### config.mk
export PLATFORM = sky130hd
export DESIGN_NAME = oam_dma_arbiter
export DESIGN_NICKNAME = d
export VERILOG_FILES = /design/src/rtl/oam_dma_arbiter_pkg.sv /design/src/rtl/oam_dma_arbiter.sv
export SDC_FILE = /design/constraint.sdc
export NUM_CORES = 1
export LEC_CHECK = 0
export ABC_AREA = 1
export BUFFER_PORTS_ARGS = -buffer_cell sky130_fd_sc_hd__buf_2
export CAP_MARGIN = 10
export CORE_MARGIN = 8
export CORE_UTILIZATION = 51
export CTS_BUF_LIST = sky130_fd_sc_hd__clkbuf_4
export DETAILED_ROUTE_END_ITERATION = 12
export HOLD_SLACK_MARGIN = 0.12
export PLACE_DENSITY = 0.91
export SYNTH_ARGS = -nofsm -noshare
export SYNTH_HDL_FRONTEND = slang
export SYNTH_SLANG_ARGS = --single-unit
### constraint.sdc
create_clock -name clock -period 1.5 [get_ports clock]
set_clock_uncertainty 0.15 [all_clocks]
set_input_delay 0.15 -clock clock [delete_from_list [all_inputs] [get_ports clock]]
set_output_delay 0.15 -clock clock [all_outputs]
set_load 0.005 [all_outputs]
### src/rtl/oam_dma_arbiter_pkg.sv
// rtl/oam_dma_arbiter_pkg.sv - shared state encodings, bus constants and decode helper for the OAM DMA arbiter
package oam_dma_arbiter_pkg;

   // Arbiter states. IDLE is all-zero so a cleared register means "CPU owns the bus".
   typedef enum logic [2:0] {
      ST_IDLE  = 3'd0,
      ST_HALT  = 3'd1,
      ST_ALIGN = 3'd2,
      ST_READ  = 3'd3,
      ST_WRITE = 3'd4
   } dma_state_t;

   // Default CPU register that kicks off a transfer.
   localparam logic [15:0] DMA_REG_ADDR_DEFAULT  = 16'h4014;

   // Default destination of every DMA write (sprite data port).
   localparam logic [15:0] OAM_DATA_ADDR_DEFAULT = 16'h2004;

   // Bus direction values.
   localparam logic RW_READ  = 1'b1;
   localparam logic RW_WRITE = 1'b0;

   // Final byte index of a 256-byte page.
   localparam logic [7:0] LAST_BYTE = 8'hFF;

   // Data driven onto the write bus during DMA read cycles.
   localparam logic [7:0] IDLE_DATA = 8'h00;

   // True when the CPU is writing the DMA trigger register this cycle.
   function automatic logic is_trigger(input logic [15:0] addr,
                                       input logic        rw,
                                       input logic [15:0] reg_addr);
      return (rw == RW_WRITE) && (addr == reg_addr);
   endfunction

endpackage

### src/rtl/oam_dma_arbiter.sv
// rtl/oam_dma_arbiter.sv - bus arbiter that halts the CPU and copies one 256-byte page to the OAM data port
module oam_dma_arbiter
   import oam_dma_arbiter_pkg::*;
#(
   parameter logic [15:0] DMA_REG_ADDR  = DMA_REG_ADDR_DEFAULT,
   parameter logic [15:0] OAM_DATA_ADDR = OAM_DATA_ADDR_DEFAULT
) (
   input  logic        clock,
   input  logic        reset,
   input  logic [15:0] cpu_addr,
   input  logic [7:0]  cpu_data_out,
   input  logic        cpu_rw,
   input  logic [7:0]  bus_data_in,
   output logic [15:0] bus_addr,
   output logic [7:0]  bus_data_out,
   output logic        bus_rw,
   output logic        cpu_rdy,
   output logic        dma_active
);

   dma_state_t  state;
   dma_state_t  next_state;
   logic [7:0]  page;
   logic [7:0]  counter;
   logic [7:0]  data_latch;
   logic        parity;
   logic        trigger;

   // CPU bus is only decoded while the CPU owns the bus; anything it does mid-transfer is dropped.
   assign trigger = (state == ST_IDLE) && is_trigger(cpu_addr, cpu_rw, DMA_REG_ADDR);

   // State register.
   always_ff @(posedge clock) begin
      if (reset) begin
         state <= ST_IDLE;
      end else begin
         state <= next_state;
      end
   end

   // Next-state logic: HALT waits one extra cycle when needed so every READ lands on a parity-0 cycle.
   always_comb begin
      next_state = state;
      case (state)
         ST_IDLE:  next_state = trigger ? ST_HALT : ST_IDLE;
         ST_HALT:  next_state = parity ? ST_READ : ST_ALIGN;
         ST_ALIGN: next_state = ST_READ;
         ST_READ:  next_state = ST_WRITE;
         ST_WRITE: next_state = (counter == LAST_BYTE) ? ST_IDLE : ST_READ;
         default:  next_state = ST_IDLE;
      endcase
   end

   // Transfer datapath: parity, page latch, byte counter and the byte in flight.
   always_ff @(posedge clock) begin
      if (reset) begin
         parity     <= 1'b0;
         page       <= 8'h00;
         counter    <= 8'h00;
         data_latch <= 8'h00;
      end else begin
         parity <= ~parity;
         if (trigger) begin
            page    <= cpu_data_out;
            counter <= 8'h00;
         end
         if (state == ST_READ) begin
            data_latch <= bus_data_in;
         end
         if (state == ST_WRITE) begin
            counter <= counter + 8'd1;
         end
      end
   end

   // Registered status flags, aligned with the state they describe.
   always_ff @(posedge clock) begin
      if (reset) begin
         cpu_rdy    <= 1'b1;
         dma_active <= 1'b0;
      end else begin
         cpu_rdy    <= (next_state == ST_IDLE);
         dma_active <= (next_state != ST_IDLE);
      end
   end

   // Bus mux: CPU pass-through in IDLE and while reset is held, so an aborted transfer issues no more cycles.
   always_comb begin
      bus_addr     = cpu_addr;
      bus_data_out = cpu_data_out;
      bus_rw       = cpu_rw;
      if (!reset) begin
         case (state)
            ST_HALT, ST_ALIGN: begin
               bus_addr     = cpu_addr;
               bus_data_out = IDLE_DATA;
               bus_rw       = RW_READ;
            end
            ST_READ: begin
               bus_addr     = {page, counter};
               bus_data_out = IDLE_DATA;
               bus_rw       = RW_READ;
            end
            ST_WRITE: begin
               bus_addr     = OAM_DATA_ADDR;
               bus_data_out = data_latch;
               bus_rw       = RW_WRITE;
            end
            default: begin
               bus_addr     = cpu_addr;
               bus_data_out = cpu_data_out;
               bus_rw       = cpu_rw;
            end
         endcase
      end
   end

endmodule

# Word level (Yosys, flattened, before mapping)
# Cells that the tools add are included.
[op_classes] muxes=12 n_eq_ne=6 n_addsub=1 n_reduce_logical=7 n_bitwise=2
[op_table] operator="16-bit case mux with 2 select lines" n=1
[op_table] operator="8-bit 2-to-1 mux" n=3
[op_table] operator="16-bit by 15-bit == test with 1-bit output (second input constant)" n=1
[op_table] operator="16-bit 2-to-1 mux" n=1
[op_table] operator="8-bit case mux with 2 select lines" n=1
[op_table] operator="3-bit case mux with 5 select lines" n=1
[op_table] operator="8-bit by 1-bit adder with 8-bit output (second input constant)" n=1
[op_table] operator="8-bit == test (second input constant)" n=1
[op_table] operator="3-bit by 2-bit == test with 1-bit output (second input constant)" n=2
[op_table] operator="3-bit logical NOT" n=2
[op_table] operator="3-bit by 1-bit == test with 1-bit output (second input constant)" n=1
[op_table] operator="3-bit == test (second input constant)" n=1
[op_table] operator="1-bit 2-to-1 mux" n=3
[op_table] operator="3-bit nonzero test" n=1
[op_table] operator="3-bit OR reduction" n=1
[op_table] operator="1-bit logical AND" n=2
[op_table] operator="2-bit 2-to-1 mux" n=1
[op_table] operator="1-bit NOT" n=2
[op_table] operator="1-bit case mux with 2 select lines" n=1
[op_table] operator="2-bit nonzero test" n=1
[word_totals] ff_bits=30 word_cells=35 output_inout_bits=27 inputBits=35

# Longest topological paths before layout
# Gate-level depths: netlist (run 1).
[logic_depth] ltp_word=6 depth_mapped=10 depth_no_buf=10

# Worst setup path before layout (run 1)
# No wires, ideal clock.
[synth_path] path_type="flip-flop to flip-flop" startpoint="register counter[0]" endpoint="register dma_active" path_stages_with_launch=11 slack_ps=112 synth_period_minus_slack_ps=1388 setup_time_ps=114 arrival_ps=1125 n_path_buf=0 path_cell_list="dfxtp_1 -> ha_1 -> nand2_1 -> nor2_1 -> nand3_1 -> nand2_2 -> nand2_1 -> inv_1 -> nand2_1 -> nand2_1 -> nand2_1"
[synth_between] elab_chain_cells=4
[synth_rtl] item="from (decl)" line_no="oam_dma_arbiter.sv:24" rtl="logic [7:0] counter;"
[synth_rtl] item="from (signal assigned)" line_no="oam_dma_arbiter.sv:71" rtl="counter <= counter + 8'd1;"
[synth_rtl] item="8-bit == test" line_no="oam_dma_arbiter.sv:49" rtl="ST_WRITE: next_state = (counter == LAST_BYTE) ? ST_IDLE : ST_READ;"
[synth_rtl] item="2-bit 2-to-1 mux" line_no="oam_dma_arbiter.sv:49"
[synth_rtl] item="3-bit case mux with 5 select lines" line_no="oam_dma_arbiter.sv:44" rtl="case (state)"
[synth_rtl] item="3-bit nonzero test" line_no="oam_dma_arbiter.sv:83" rtl="dma_active <= (next_state != ST_IDLE);"
[synth_rtl] item="to (signal assigned)" line_no="oam_dma_arbiter.sv:83"
[synth_rtl] item="to (decl)" line_no="oam_dma_arbiter.sv:18" rtl="output logic dma_active"
# No other way between the ends.
# A chain may end at the register's enable or synchronous reset.

# Final worst setup path (run 1)
[layout_path] startpoint="register state[1]" endpoint="output port bus_data_out[4]"
[layout_between] elab_chain_cells=4 word_cells_on_any_way=7 classes_between="eq/ne: 4; mux: 2; reduce/logical: 1"
[layout_rtl] item="from (decl)" line_no="oam_dma_arbiter.sv:21" rtl="dma_state_t state;"
[layout_rtl] item="from (signal assigned)" line_no="oam_dma_arbiter.sv:37" rtl="state <= next_state;"
[layout_rtl] item="3-bit by 2-bit == test with 1-bit output or 3-bit by 1-bit == test with 1-bit output (tied branches)" line_no="oam_dma_arbiter.sv:93" rtl="case (state)"
[layout_rtl] item="3-bit OR reduction (no source line)"
[layout_rtl] item="8-bit case mux with 2 select lines (*)" line_no="oam_dma_arbiter.sv:93"
[layout_rtl] item="8-bit 2-to-1 mux (*)" line_no="oam_dma_arbiter.sv:92" rtl="if (!reset) begin"
[layout_rtl] item="to (decl)" line_no="oam_dma_arbiter.sv:15" rtl="output logic [7:0] bus_data_out,"
# Every way passes the cells marked *; elsewhere a longest branch is shown, timed or not.

==> impl_results.md, run 1 <==
- Initial antenna violation count: 0
- Slew margin rel.: 0.741
- Final ANT Viol Nets: 0
- Seq/Total Area, Yosys: 0.355
- Post-synth ARST share: 0
- # nets final: 402
- Grt met1 use: 0.258
- Number of max-cap violations: 0
- Total routed wirelength: 7730 um
- Area Growth Syn to Fin: 55.3%
- Worst-path fanout max: 10
- Ratio of cells with drive above 1 in the final layout: 0.381
- Worst path required time: 1.20 ns
- R2R cell count: 9
- Total GRT Usage: 0.239
- Logic pwr share: 0.160
- Iteration-0 DRC Markers: 325
- WS Path Type: reg2out
- Initial Util: 0.520
- Met3 global-route usage: 0.0559
- Residual DRC: 0
- Pleak: 1.27 nW
- Clock transition at path regs: 0.09 ns
- Post-synth top flop: dfxtp_1
- Sw Pwr: 0.425 mW
- Synthesized cell area: 1690 sq um
- Pwr dens: 583 nW/um^2
- Net Sw Frac: 0.278
- DP HPWL: 3910 um
- TritonCTS Buffers: 5
- IO Pins: 62
- Avg Inst Size Synth: 6.39 sq um
- Buf/Inv on CP: 2
- N_diodes: 0
- Synth area leader: dfxtp_1
- Top Family by Delay on Critical Path: simple AND/OR/NAND/NOR gates
- Setup WS pre-CTS: -0.00625 ns
- Hold_ws: 0.170 ns
- Crit. Startpoint: state[1]$_SDFF_PP0_
- Largest net degree at the start of global routing: 19
- Most common cell in the netlist: nand2_1
- Commonest cells post-synth: nand2_1, nor2_1, dfxtp_1, o21ai_0, inv_1
- Vias: 2476
- R2r setup slk: -0.20 ns
- CTS tree: built
- First-pass GRT wire length: 10100 um
- Warnings, synthesis: 0
- Post-synth net total: 301
- Drt first pass iters: 8
- Clk sinks: 30
- Mapped Cells: 265
- CTS max path bufs: 2
- Violated checks: setup timing
- Fill cells: 199
- Met2 Track Usage GR: 0.397
- VDD IR max: 591 uV
- Die area: 5420 sq um
- Int Pwr: 1.11 mW
- Die height: 73.6 um
- Worst setup EP type: output port
- Setup violators final: 44
- Final worst path period share: 1.29
- IO Port Bufs: 61
- Post-synth top area share: 0.355
- Core box area: 3260 sq um
- Outcome: complete, but fails checks
- Measured slew at the worst slew-check pin: 0.387 ns
- Cell Rows: 21
- Gr ovfl total: 0
- Clk root buf: clkbuf_4
- Final worst path period need: 1.94 ns
- Gpl congestion: 0.959
- EDFF count, synth: 0
- Crit-path cells: nor2_4 > nand2_2 > nor2_4 > buf_6 > nand2_1 > o21ai_0 > buf_2
- Crit path DAT: 1.64 ns
- RR Endpoint: page[5]$_SDFFE_PP0P_
- Area contributors post-synth: dfxtp_1, nand2_1, nor2_1, o21ai_0, nand3_1
- Seq cells post-synth: 30
- Vias in the first global route: 2315
- Final worst slack: -0.439 ns
- Worst R2R Start: state[1]$_SDFF_PP0_
- Sequential share of power: 0.520
- Unique masters post-synth: 27
- Clk pwr share: 0.321
- Avg Vias per Cell: 6.00
- Critical Path Most Common Cell: nor2_4
- Worst path depth: 7
- Horiz. Die Dim: 73.6 um
- H-tree Lvls: 2
- Avg WL per Cell: 18.7 um
- Seq. cell area: 612 sq um
- Slowest cell delay on critical path: 0.38 ns
- Clock Latency Late Sink: 0.35 ns
- Critical path launch point type: register
- Busiest layer in global routing: met2
- Fmax: 516 MHz
- Final hold violation count: 0
- RSZ-0062 raised after global routing: yes
- Crit path capture: bus_data_out[4]
- Multi-input gate area: 1070 sq um
- Slew Limit Fails: 0
- Crit-path slowest cell: dfxtp_4
- Worst min-delay path class: in2reg
-- metal layers --
| layer | part of all wire | up-vias |
|---|---|---|
| li1 | - | 1065 |
| met1 | 0.34 | 1077 |
| met2 | 0.45 | 248 |
| met3 | 0.12 | 86 |
| met4 | 0.086 | 0 |
| met5 | 0 | - |
-- worst min path at each step --
stage	start	cells past startpoint	endpoint	slack [ns]
2_1_floorplan	bus_data_in[0]	2	data_latch[0]$_SDFFE_PP0N_	0.13
3_3_place_gp	bus_data_in[4]	3	data_latch[4]$_SDFFE_PP0N_	0.22
3_5_place_dp	bus_data_in[4]	3	data_latch[4]$_SDFFE_PP0N_	0.23
4_1_cts	reset	4	counter[6]$_SDFFE_PP0P_	0.15
5_1_grt	reset	5	counter[1]$_SDFFE_PP0P_	0.18
6_report	reset	5	counter[1]$_SDFFE_PP0P_	0.17
-- power groups by stage --
stage	clock (mW)	sequential, mW	combinational, mW
floorplan	0	0.817	0.0750
global placement	0	0.817	0.167
detailed placement	0	0.817	0.170
CTS	0.462	0.795	0.212
global route	0.531	0.796	0.260
finish	0.491	0.796	0.244
-- area by class of cell --
cell class,instances,share of cell area
multi-input combinational,195,0.406
tap,46,0.0219
timing repair buffer,101,0.263
inverter,32,0.0538
sequential,30,0.233
clock inverter,2,0.00333
timing repair inverter,1,0.00238
clock buffer,6,0.0171
-- cells in the final DEF, fill, tap and decap left out, drive strengths merged --
cell type and count:
buf 83, nand2 60, nor2 54, inv 30, dfxtp 30, o21ai 30
nand3 22, dlygate4sd3 18, nand4 9, a21oi 7, clkbuf 6, o22ai 4
nor3 4, clkinv 4, nand3b 3, o211ai 1, clkinvlp 1, ha 1
-- registers in the layout (all words and copies together) (netlist names) --
signal / cells
dma_active: 1
parity: 1
cpu_rdy: 1
data_latch: 8
page: 8
counter: 8
state: 3
-- worst reg2reg max path: cells and delay by family, from the launching register on --
family | cells | cell delay [ns]
AND/OR/NAND/NOR | 6 | 0.75
flip-flops | 1 | 0.38
buffers and inverters | 3 | 0.36
-- repair_timing --
item,CTS,global route
cloned,2,1
pin swaps,4,13
gates resized for setup,31,37
setup buffers,6,5
setup endpoints to repair,26,52
endpoints found under the hold margin,21,0
hold buffers,18,0
-- cells by family (layout without fill, tap and decap cells) --
family	Yosys count	in the layout	synth area share
fa+ha+maj	1	1	0.00739
simple gates	152	152	0.395
flops	30	30	0.355
compound gates	42	42	0.131
buf+inv	40	142	0.112
-- per-stage QoR --
| step | instances | power, mW | setup TNS, ns | utilization | cell area [sq um] |
|---|---|---|---|---|---|
| after global routing | 413 | 1.59 | -13.33 | 0.807 | 2630 |
| after floorplan | 265 | 0.892 | 0 | - | 1690 |
| after CTS | 411 | 1.47 | -6.58 | 0.766 | 2500 |
| final | 413 | 1.53 | -11.51 | 0.807 | 2630 |
| after detailed placement | 377 | 0.987 | -0.00894 | 0.640 | 2080 |
| after global placement | 377 | 0.985 | 0 | 0.640 | 2080 |
No activity file was read; power rests on OpenSTA's default activity.
==> run 2, diff against run 1 <==
--- a/config.mk
+++ b/config.mk
@@ -9,11 +9,11 @@
 export BUFFER_PORTS_ARGS = -buffer_cell sky130_fd_sc_hd__buf_2
 export CAP_MARGIN = 10
 export CORE_MARGIN = 8
-export CORE_UTILIZATION = 51
-export CTS_BUF_LIST = sky130_fd_sc_hd__clkbuf_4
+export CORE_UTILIZATION = 49
+export CTS_BUF_LIST = sky130_fd_sc_hd__clkbuf_4 sky130_fd_sc_hd__clkbuf_8 sky130_fd_sc_hd__clkbuf_16
 export DETAILED_ROUTE_END_ITERATION = 12
 export HOLD_SLACK_MARGIN = 0.12
-export PLACE_DENSITY = 0.91
+export PLACE_DENSITY = 0.79
 export SYNTH_ARGS = -nofsm -noshare
 export SYNTH_HDL_FRONTEND = slang
 export SYNTH_SLANG_ARGS = --single-unit
==> run 2 against run 1 <==
The flow still finishes with violations (setup timing). Highest routed layer unchanged. Largest power group unchanged. Sequential cell count is the same. Critical path type unchanged. Critical path depth shrank 2. Via count shrank 8.7%.
==> impl_results.md, run 2 (synthesis results as in run 1) <==
- Outcome: complete, but fails checks (unchanged)
- Violated checks: setup timing (unchanged)
- Power, Total: 1.54 mW (was 1.53 mW)
- Commonest non-fill, non-tap cell in the layout: buf_2 (unchanged)
- Die area: 5590 sq um (was 5420 sq um)
- Final worst slack: -0.440 ns (was -0.439 ns)
- Crit-path slowest cell: dfxtp_1 (was dfxtp_4)
- Slew Limit Fails: 0 (unchanged)
- Met2 wire length: 3080 um (was 3490 um)
- # nets final: 403 (was 402)
- IO Pins: 62 (unchanged)
- Final worst path period need: 1.94 ns (about the same)
- Vias: 2261 (was 2476)
- TritonCTS Buffers: 5 (unchanged)
- N_diodes: 0 (unchanged)
- First-pass GRT wire length: 9340 um (was 10100 um)
- Ratio of cells with drive above 1 in the final layout: 0.380 (was 0.381)
- Initial Util: 0.507 (was 0.520)
- Pwr dens: 581 nW/um^2 (was 583 nW/um^2)
- Number of max-cap violations: 0 (unchanged)
- Final hold violation count: 0 (unchanged)
- Vias in the first global route: 2154 (was 2315)
- Largest net degree at the start of global routing: 13 (was 19)
- Worst path required time: 1.20 ns (about the same)
- Residual DRC: 0 (unchanged)
- VDD IR max: 704 uV (was 591 uV)
- Clk root buf: clkbuf_4 (unchanged)
- Wl on met1: 2430 um (was 2660 um)
- Clock transition at path regs: 0.08 ns (was 0.09 ns)
- Total GRT Usage: 0.214 (was 0.239)
- Initial antenna violation count: 0 (unchanged)
- IO Port Bufs: 61 (unchanged)
- Avg WL per Cell: 15.3 um (was 18.7 um)
- Area Growth Syn to Fin: 56.5% (was 55.3%)
- Drt first pass iters: 5 (was 8)
- H-tree Lvls: 2 (unchanged)
- Die height: 74.8 um (was 73.6 um)
- Final ANT Viol Nets: 0 (unchanged)
- Critical path launch point type: register (unchanged)
- DR WL met3: 641 um (was 903 um)
- Worst min-delay path class: in2reg (unchanged)
- Setup WS pre-CTS: 0.00456 ns (was -0.00625 ns)
- Slowest cell delay on critical path: 0.49 ns (was 0.38 ns)
- RSZ-0062 raised after global routing: yes (unchanged)
- Total routed wirelength: 6340 um (was 7730 um)
- Clock Latency Late Sink: 0.34 ns (was 0.35 ns)
- Core box area: 3340 sq um (was 3260 sq um)
- Setup violators final: 42 (was 44)
- Worst setup EP type: output port (unchanged)
- Top sig layer: met4 (unchanged)
- WS Path Type: reg2out (unchanged)
- Gpl congestion: 1.09 (was 0.959)
- DP HPWL: 3810 um (was 3910 um)
- Worst-path fanout max: 8 (was 10)
- Final Core Density: 0.794 (was 0.807)
- Pleak: 1.28 nW (was 1.27 nW)
- Regs by FF count: counter (8), data_latch (8), page (8) (unchanged)
- CTS max path bufs: 2 (unchanged)
- Top Family by Delay on Critical Path: flip-flops (was simple AND/OR/NAND/NOR gates)
- Measured slew at the worst slew-check pin: 0.368 ns (was 0.387 ns)
- Buf/Inv on CP: 1 (was 2)
- Final worst path period share: 1.29 (about the same)
- CTS tree: built (unchanged)
- Gr ovfl total: 0 (unchanged)
- Clk sinks: 30 (unchanged)
- Fmax: 516 MHz (about the same)
- Post-route setup TNS: -12.17 ns (was -11.51 ns)
- Iteration-0 DRC Markers: 166 (was 325)
- Cell Rows: 21 (unchanged)
- Slew margin rel.: 0.754 (was 0.741)
- Most frequent cells in the layout: buf_2, nand2_1, nor2_1 (unchanged)
- Crit path DAT: 1.64 ns (about the same)
- Avg Vias per Cell: 5.46 (was 6.00)
- Crit-path cells: nor2_1 > nand2_1 > nand2_2 > o21ai_0 > buf_2 (was nor2_4 > nand2_2 > nor2_4 > buf_6 > nand2_1 > o21ai_0 > buf_2)
- Horiz. Die Dim: 74.8 um (was 73.6 um)
==> run 2: cell type report <==
cell class | count | area (sq um)
clock inverters | 2 | 12.5
repair inverters | 1 | 6.26
inverters | 32 | 138
repair buffers | 102 | 692
flip-flops and latches | 30 | 611
clock buffers | 6 | 51.3
fillers | 211 | 687
well taps | 46 | 57.6
multi-input cells | 195 | 1080
==> run 2: routing by layer <==
layer	vias to the layer above	GRT usage
met4	0	0.111
met1	1027	0.233
met3	29	0.0506
li1	1068	-
met5	-	0
met2	137	0.377
==> run 2: through the flow <==
stage / hold WS [ns] / cells / area, sq um
detailed placement: 0.226 / 380 / 2110
finish: 0.156 / 414 / 2650
floorplan: 0.135 / 265 / 1690
CTS: 0.130 / 413 / 2520
global route: 0.173 / 414 / 2650
global placement: 0.221 / 380 / 2110
==> run 2: power by group <==
group	switching [mW]	internal, mW	total [mW]
Clock	0.287	0.225	0.511
Combinational	0.113	0.121	0.233
Sequential	0.000901	0.794	0.795
==> run 2: final timing paths <==
path	depth (start not counted)	slack, ns	endpoint	from
worst max-delay path	5	-0.44	bus_data_out[1]	state[2]$_SDFF_PP0_
worst min-delay path	4	0.16	counter[0]$_SDFFE_PP0P_	reset
worst max register to register	11	-0.25	page[0]$_SDFFE_PP0P_	state[1]$_SDFF_PP0_
worst min register to register	1	0.27	parity$_SDFF_PP0_	parity$_SDFF_PP0_
==> run 2: repair_timing <==
item,in CTS,in global routing
endpoints found under the setup margin,25,44
cloned,0,2
setup buffers,8,1
gates resized for setup,33,36
hold endpoints to repair,22,0
pin swaps,6,15
hold buffers,17,0
==> run 2: worst register-to-register path: stages, from the launching register on <==
cell and delay [ns]:
dfxtp_4 0.37, nor2_4 0.14, buf_4 0.13, buf_6 0.08, buf_4 0.10, buf_4 0.11, nand2_4 0.05, nor2_4 0.12
nand3_4 0.19, clkinv_4 0.13, nor2_2 0.04, nor2_1 0.09
